`config.mk`:
```
export PLATFORM = sky130hd
export DESIGN_NAME = mips_multicycle_ctrl
export DESIGN_NICKNAME = d
export VERILOG_FILES = /design/src/rtl/mips_multicycle_ctrl.sv
export SDC_FILE = /design/constraint.sdc
export NUM_CORES = 1
export LEC_CHECK = 0
export CORE_MARGIN = 4
export CORE_UTILIZATION = 30
export CTS_BUF_LIST = sky130_fd_sc_hd__clkbuf_2
export DETAILED_ROUTE_END_ITERATION = 10
export GPL_ROUTABILITY_DRIVEN = 0
export HOLD_SLACK_MARGIN = 0.05
export PLACE_DENSITY = 0.65
export SYNTH_ARGS = -nofsm -noshare
export SYNTH_HDL_FRONTEND = slang
export SYNTH_SLANG_ARGS = --single-unit
```
`constraint.sdc`:
```
create_clock -name clk -period 4.1 [get_ports clk]
set_input_delay 0.615 -clock clk [delete_from_list [all_inputs] [get_ports clk]]
set_output_delay 0.615 -clock clk [all_outputs]
set_load 0.05 [all_outputs]
```
`src/rtl/mips_multicycle_ctrl.sv`:
```
// mips_multicycle_ctrl
//   Moore sequencing controller for the multicycle MIPS32 datapath (one shared
//   instruction/data memory, one ALU). Steps each instruction through FETCH,
//   DECODE and instruction-specific states. It drives the datapath muxes, the
//   write enables and the ALU operation. Memory accesses stall on mem_ready.
//   Supported: lw, sw, R-type (add/sub/and/or/slt), beq, addi, j, jal.
//
// Ports
//   clk, reset          rising-edge clock; async active-high reset -> FETCH
//   op, funct           instr[31:26] / instr[5:0] from the instruction register
//   zero                ALU zero flag (qualifies beq)
//   mem_ready           shared memory completes its access this cycle
//   pcen                PC enable = pcwrite | (branch & zero)
//   memwrite, irwrite   memory write strobe, instruction register load
//   regwrite            register file write enable
//   iord                memory address select: 0=PC, 1=ALUOut
//   alusrca / alusrcb   ALU A: 0=PC 1=rs; ALU B: 00=rt 01=4 10=imm 11=imm<<2
//   pcsrc               next PC: 00=ALU result 01=ALUOut 10=jump target
//   regdst              write reg: 00=rt 01=rd 10=RA_REG
//   memtoreg            write data: 00=ALUOut 01=mem data 10=PC
//   alucontrol          010 add, 110 sub, 000 and, 001 or, 111 slt
//   illegal_op          one-cycle pulse in DECODE for an unsupported op
//   state               current state code (debug)
module mips_multicycle_ctrl #(
    parameter logic [4:0] RA_REG = 5'd31
) (
    input  logic       clk,
    input  logic       reset,
    input  logic [5:0] op,
    input  logic [5:0] funct,
    input  logic       zero,
    input  logic       mem_ready,
    output logic       pcen,
    output logic       memwrite,
    output logic       irwrite,
    output logic       regwrite,
    output logic       iord,
    output logic       alusrca,
    output logic [1:0] alusrcb,
    output logic [1:0] pcsrc,
    output logic [1:0] regdst,
    output logic [1:0] memtoreg,
    output logic [2:0] alucontrol,
    output logic       illegal_op,
    output logic [3:0] state
);

    // The controller only emits regdst=10; RA_REG is consumed by the
    // datapath. Linking through $zero would silently drop the return address.
    if (RA_REG == 5'd0) begin : g_ra_reg_check
        $error("RA_REG must not be register 0");
    end

    typedef enum logic [3:0] {
        FETCH   = 4'd0,
        DECODE  = 4'd1,
        MEMADR  = 4'd2,
        MEMRD   = 4'd3,
        MEMWB   = 4'd4,
        MEMWR   = 4'd5,
        RTYPEEX = 4'd6,
        RTYPEWB = 4'd7,
        BEQEX   = 4'd8,
        ADDIEX  = 4'd9,
        ADDIWB  = 4'd10,
        JEX     = 4'd11,
        JALEX   = 4'd12
    } state_t;

    localparam logic [5:0] OP_RTYPE = 6'b000000;
    localparam logic [5:0] OP_LW    = 6'b100011;
    localparam logic [5:0] OP_SW    = 6'b101011;
    localparam logic [5:0] OP_BEQ   = 6'b000100;
    localparam logic [5:0] OP_ADDI  = 6'b001000;
    localparam logic [5:0] OP_J     = 6'b000010;
    localparam logic [5:0] OP_JAL   = 6'b000011;

    localparam logic [2:0] ALU_ADD = 3'b010;
    localparam logic [2:0] ALU_SUB = 3'b110;
    localparam logic [2:0] ALU_AND = 3'b000;
    localparam logic [2:0] ALU_OR  = 3'b001;
    localparam logic [2:0] ALU_SLT = 3'b111;

    state_t state_q, state_d;
    logic   pcwrite, branch;

    // Unknown funct codes fall back to add.
    function automatic logic [2:0] funct_alu(input logic [5:0] f);
        case (f)
            6'b100000: funct_alu = ALU_ADD;
            6'b100010: funct_alu = ALU_SUB;
            6'b100100: funct_alu = ALU_AND;
            6'b100101: funct_alu = ALU_OR;
            6'b101010: funct_alu = ALU_SLT;
            default:   funct_alu = ALU_ADD;
        endcase
    endfunction

    always_ff @(posedge clk or posedge reset) begin
        if (reset) state_q <= FETCH;
        else       state_q <= state_d;
    end

    always_comb begin
        state_d    = FETCH;
        pcwrite    = 1'b0;
        branch     = 1'b0;
        memwrite   = 1'b0;
        irwrite    = 1'b0;
        regwrite   = 1'b0;
        iord       = 1'b0;
        alusrca    = 1'b0;
        alusrcb    = 2'b00;
        pcsrc      = 2'b00;
        regdst     = 2'b00;
        memtoreg   = 2'b00;
        alucontrol = 3'b000;
        illegal_op = 1'b0;

        case (state_q)
            FETCH: begin
                // Reset forces this state asynchronously. Gating with reset
                // keeps the IR and PC from loading while reset is held.
                alusrcb    = 2'b01;
                alucontrol = ALU_ADD;
                irwrite    = mem_ready & ~reset;
                pcwrite    = mem_ready & ~reset;
                state_d    = mem_ready ? DECODE : FETCH;
            end
            DECODE: begin
                // Precompute the branch target into ALUOut while decoding.
                alusrcb    = 2'b11;
                alucontrol = ALU_ADD;
                case (op)
                    OP_LW, OP_SW: state_d = MEMADR;
                    OP_RTYPE:     state_d = RTYPEEX;
                    OP_BEQ:       state_d = BEQEX;
                    OP_ADDI:      state_d = ADDIEX;
                    OP_J:         state_d = JEX;
                    OP_JAL:       state_d = JALEX;
                    default: begin
                        illegal_op = 1'b1;
                        state_d    = FETCH;
                    end
                endcase
            end
            MEMADR: begin
                alusrca    = 1'b1;
                alusrcb    = 2'b10;
                alucontrol = ALU_ADD;
                if (op == OP_SW)      state_d = MEMWR;
                else if (op == OP_LW) state_d = MEMRD;
                else                  state_d = FETCH;
            end
            MEMRD: begin
                iord    = 1'b1;
                state_d = mem_ready ? MEMWB : MEMRD;
            end
            MEMWB: begin
                memtoreg = 2'b01;
                regwrite = 1'b1;
            end
            MEMWR: begin
                iord     = 1'b1;
                memwrite = 1'b1;
                state_d  = mem_ready ? FETCH : MEMWR;
            end
            RTYPEEX: begin
                alusrca    = 1'b1;
                alucontrol = funct_alu(funct);
                state_d    = RTYPEWB;
            end
            RTYPEWB: begin
                regdst     = 2'b01;
                regwrite   = 1'b1;
                alucontrol = funct_alu(funct);
            end
            BEQEX: begin
                alusrca    = 1'b1;
                alucontrol = ALU_SUB;
                branch     = 1'b1;
                pcsrc      = 2'b01;
            end
            ADDIEX: begin
                alusrca    = 1'b1;
                alusrcb    = 2'b10;
                alucontrol = ALU_ADD;
                state_d    = ADDIWB;
            end
            ADDIWB: begin
                regwrite = 1'b1;
            end
            JEX: begin
                pcsrc   = 2'b10;
                pcwrite = 1'b1;
            end
            JALEX: begin
                // Link register gets PC (already PC+4) on the same edge the
                // PC takes the jump target.
                pcsrc    = 2'b10;
                pcwrite  = 1'b1;
                regwrite = 1'b1;
                regdst   = 2'b10;
                memtoreg = 2'b10;
            end
            default: state_d = FETCH;
        endcase

        pcen = pcwrite | (branch & zero);
    end

    assign state = state_q;

endmodule
```
==> run metrics, run 1 <==
setup fix buffers added after clock tree synthesis 0; post-route setup TNS 0 ps; DRT antenna net count 0; wire length of the first global-routing pass 3270 um; Warnings, synthesis 0; antenna diode count 0; post-cts gate resize count 0; IR drop worst, VDD 0.000169 V; post-cts hold buffer count 0; core region area 2000 sq um; setup violation total in the final timing report 0; post-CTS clock slew at the launch and capture registers of the worst setup and hold paths 50 ps; share of synthesized area occupied by flip-flops and latches 0.154; relative slew slack 0.592; Top Ports 38; signal arrival time at the worst endpoint 2600 ps; status completed; CP Cell Sequence clkdlybuf4s50_1 > a2111o_1 > a31oi_1 > nor2_1 > clkdlybuf4s50_1; routed via count 795; Synth Net Count 107; maximum fanout count along the critical path 9; number of levels in the clock H-tree 1; final global-route overflow total 0; CTS root buffer clkbuf_2; CP max stage delay 690 ps; post-route minimum period 3210 ps; Area Growth Syn to Fin 59.7%; Avg Inst Size Synth 7.12 sq um; count of unresolved DRC violations after routing 0; path class of the lowest-slack min-delay path in -> async; total power divided by cell area 249 nW/um^2; detailed-placement wirelength estimate 1480 um; row count 16; type of destination of the critical path output port; die outline height 54.5 um; count of final max-slew check failures 0; average vias per placed instance 5.26; total length of routed wires 1950 um; horizontal extent of the die 54.5 um; Clock Tree Buf Depth 2; number of flip-flops in the largest register 4; unrepaired setup endpoints after global routing no; filler-free cell count of the finished design 151; cell occurring most often along the worst timing path clkdlybuf4s50_1; wire length per cell after detailed routing 12.9 um; cell with the largest stage delay on the worst path clkdlybuf4s50_1; highest clock frequency the design can meet 0.311 GHz; Die Footprint 2970 sq um; async set-reset flop share out of synthesis 1.00; # nets final 142; clock sink total 4; classification of the worst setup path in -> out; initial antenna violation count 0; initial standard-cell utilization of the core 0.324; leading cell type in the layout, fill and taps excluded clkdlybuf4s50_1; 1st-iter DRT viols 18; CTS tree yes; Max-Cap Viols 0; Static Leak 0.369 nW; most frequent cells in the layout 37 x clkdlybuf4s50_1, 12 x nor2_1, 7 x nand2b_1, 7 x nand2_1, 5 x nor3_1; Critical Path RT 3480 ps; Least-Margin Pin Slew 612 ps; number of synthesized flops with an enable pin 0; Clock Skews 6.92 ps; total global routing track utilization 0.149; number of buffer cells added on primary ports 37; fraction of layout cells with a size suffix above 1 0.0484; maximum number of pins on one net before global-route repair 23; vias in the first global route 726; dominant register cell in the synthesized netlist dfrtp_1; startpoint class of the critical path input port; instance count of the mapped netlist 91; DRT Pass-1 Iters 4; cell area after synthesis 648 sq um; placed insts 148; TritonCTS buffer count 3; post-synthesis cell type count 36; final hold violations 0; count of state elements after synthesis 4; Tcrit/Tclk final 0.783; clk_lat worst skew 220 ps
==> Yosys cell counts, types with 2 or more instances <==
master	instances	area, sq um
nor2_1	12	45.0
nand2_1	7	26.3
nand2b_1	7	43.8
buf_2	5	25.0
nor3_1	5	25.0
a21oi_1	4	20.0
dfrtp_1	4	100
nand4b_1	4	35.0
xnor2_1	4	35.0
nor2b_1	3	18.8
nor3b_1	3	22.5
o21ai_1	3	15.0
a32oi_1	2	17.5
and3_1	2	12.5
clkbuf_1	2	7.51
nand3_1	2	10.0
o21ai_0	2	10.0
o32ai_1	2	17.5
==> final timing paths <==
check	to	from	depth (start not counted)	slack [ps]
min in group clk	state[3]	state[0]	2	780
max in group asynchronous	state[0]	reset	2	3330
min	state[1]	reset	2	590
max	illegal_op	op[3]	5	890
min reg2reg	state[3]	state[0]	2	780
max reg2reg	state[0]	state[2]	4	2280
==> cell families after synthesis <==
kind of cell,count (synthesis),synth area share
buffers and inverters,8,0.0560
AOI/OAI and AO/OA,20,0.222
muxes,1,0.0154
xor gates and xnor gates,4,0.0540
DFF,4,0.154
and+or+nand+nor,54,0.498
==> layer usage <==
layer | GRT usage | share of wire | wire (um) | vias to the layer above
met4 | 0.0788 | 0.012 | 24 | 0
li1 | - | - | - | 408
met1 | 0.182 | 0.45 | 872 | 350
met2 | 0.241 | 0.44 | 861 | 34
met3 | 0.0354 | 0.098 | 192 | 3
met5 | 0 | 0 | 0 | -
==> worst max-delay path: cells and delay by family <==
kind | cells | cell delay, ps
compound gates | 2 | 640
buf+inv | 2 | 1280
simple gates | 1 | 60
==> stage by stage <==
step	instance area [sq um]	util	setup slack, ps	power, mW	hold WS (ps)
after global placement	1020	0.509	944	0.220	776
after CTS	1030	0.517	896	0.260	592
after detailed placement	1020	0.509	902	0.220	783
after global routing	1030	0.517	811	0.275	612
final	1030	0.517	890	0.258	590
after floorplan	648	-	697	0.163	386
==> final cells by class <==
cell class                 instances  area [sq um]
fill                             190           967
multi-input combinational         79           512
timing repair buffer              37           370
sequential                         4           100
tap                               27          33.8
clock buffer                       3          15.0
inverter                           1          3.75
==> report_power, final <==
part,internal (mW),switching (mW)
registers,0.0429,0.0162
logic,0.0642,0.0963
clock network,0.0197,0.0185
Power figures use the tool's default switching activity.
==> run 2: changes to the inputs <==
Clock period 4.1 ns to 3.1 ns, I/O delays scaled along.
==> run 2 against run 1 <==
Net effect: final area increased by 0.97%; routed wire length decreased by 1.1%; global-route usage decreased by 0.80 points; clock power increased by 22%; sequential share of layout area decreased by 0.093 points; critical path depth decreased by 1; setup slack got worse by 550 ps; core utilization increased by 0.50 points; total power increased by 31%; sequential cell count unchanged; register-to-register slack got worse by 970 ps; final cell count increased by 0.66%.
==> run metrics, run 2 (synthesis results as in run 1) <==
status completed; core region area 2000 sq um; placement-stage cell area 1030 sq um; leading cell type in the layout, fill and taps excluded clkdlybuf4s50_1; wire length of the first global-routing pass 3130 um; clock sink total 4; cell with the largest stage delay on the worst path dfrtp_1; Critical Path RT 2630 ps; CP Cell Sequence nor2_1 > and4_1 > a221o_1 > clkdlybuf4s50_1; post-layout power 338 uW; post-route setup TNS 0 ps; 1st-iter DRT viols 10; average vias per placed instance 5.22; setup fix buffers added after clock tree synthesis 0; classification of the worst setup path reg -> out; count of unresolved DRC violations after routing 0; post-CTS clock slew at the launch and capture registers of the worst setup and hold paths 40 ps; initial antenna violation count 0; r2r worst-path depth 4; IR drop worst, VDD 0.000194 V; Top Ports 38; routed via count 793; clk_lat worst skew 200 ps; Max-Cap Viols 0; CP max stage delay 730 ps; TritonCTS buffer count 3; highest clock frequency the design can meet 0.362 GHz; initial standard-cell utilization of the core 0.324; Crit Reg-Reg Endpoint state[0]; detailed-placement wirelength estimate 1510 um; Static Leak 0.379 nW; total global routing track utilization 0.141; Least-Margin Pin Slew 615 ps; total length of routed wires 1930 um; # nets final 143; fill cell count 215; vias in the first global route 704; type of destination of the critical path output port; Tcrit/Tclk final 0.892; relative slew slack 0.590; fraction of layout cells with a size suffix above 1 0.0720; row count 16; CTS root buffer clkbuf_2; setup violation total in the final timing report 0; maximum number of pins on one net before global-route repair 22; most frequent cells in the layout 36 x clkdlybuf4s50_1, 12 x nor2_1, 7 x nand2b_1, 7 x nand2_1; startpoint of the worst-slack reg-to-reg timing path state[3]; Post-Layout Inst Area 1040 sq um; signal arrival time at the worst endpoint 2300 ps; path class of the lowest-slack min-delay path in -> async; unrepaired setup endpoints after global routing no; CTS tree yes; number of flip-flops in the largest register 4; cell family contributing the most delay on the critical path flip-flops; Area Growth Syn to Fin 61.2%; slack of the worst reg-to-reg path 1310 ps; count of final max-slew check failures 0; post-cts gate resize count 0; post-route minimum period 2760 ps; die outline height 54.5 um; startpoint class of the critical path flop; antenna diode count 0; wire length per cell after detailed routing 12.7 um; final global-route overflow total 0; Die Footprint 2970 sq um; Clock Skews 1.50 ps; horizontal extent of the die 54.5 um; final hold violations 0; total power divided by cell area 324 nW/um^2; maximum fanout count along the critical path 21; number of buffer cells added on primary ports 37; DRT Pass-1 Iters 4; number of levels in the clock H-tree 1; post-cts hold buffer count 0; DRT antenna net count 0; origin of the worst setup path state[3]; count of buffering cells on the critical path with inverters included 1; Clock Tree Buf Depth 2
[run 2: how the worst max path moves through the flow]
| stage | end | slack (ps) | cells past startpoint |
|---|---|---|---|
| finish | pcen | 340 | 4 |
| detailed placement | alucontrol[2] | 410 | 5 |
| CTS | pcen | 320 | 4 |
| floorplan | iord | 300 | 4 |
| global placement | alucontrol[2] | 450 | 5 |
| global route | pcen | 150 | 4 |
[run 2: where the power goes]
group	total, mW	internal (mW)	switching [mW]
Combinational	0.214	0.0847	0.129
Sequential	0.0777	0.0568	0.0209
Clock	0.0466	0.0261	0.0205
Total	0.338	0.167	0.171
[run 2: routing by layer]
layer | GRT usage | wire length, um | vias to the layer above
met5 | 0 | 0 | -
met4 | 0.0498 | 0 | 0
met3 | 0.0327 | 199 | 0
met2 | 0.241 | 911 | 39
met1 | 0.172 | 820 | 350
li1 | - | - | 404
[run 2: through the flow]
stage	instances	util	setup WS (ps)	hold WS [ps]
after global routing	152	0.522	153	464
after floorplan	91	-	301	236
after CTS	152	0.522	325	458
final	152	0.522	335	458
after detailed placement	149	0.514	408	678
after global placement	149	0.514	450	675
[run 2: cell type report]
class | instances | area, sq um | area share
clock buffer | 3 | 15.0 | 0.0144
inverter | 1 | 3.75 | 0.00359
multi-input combinational | 79 | 517 | 0.495
sequential | 4 | 100 | 0.0958
tap | 27 | 33.8 | 0.0323
timing repair buffer | 38 | 375 | 0.359
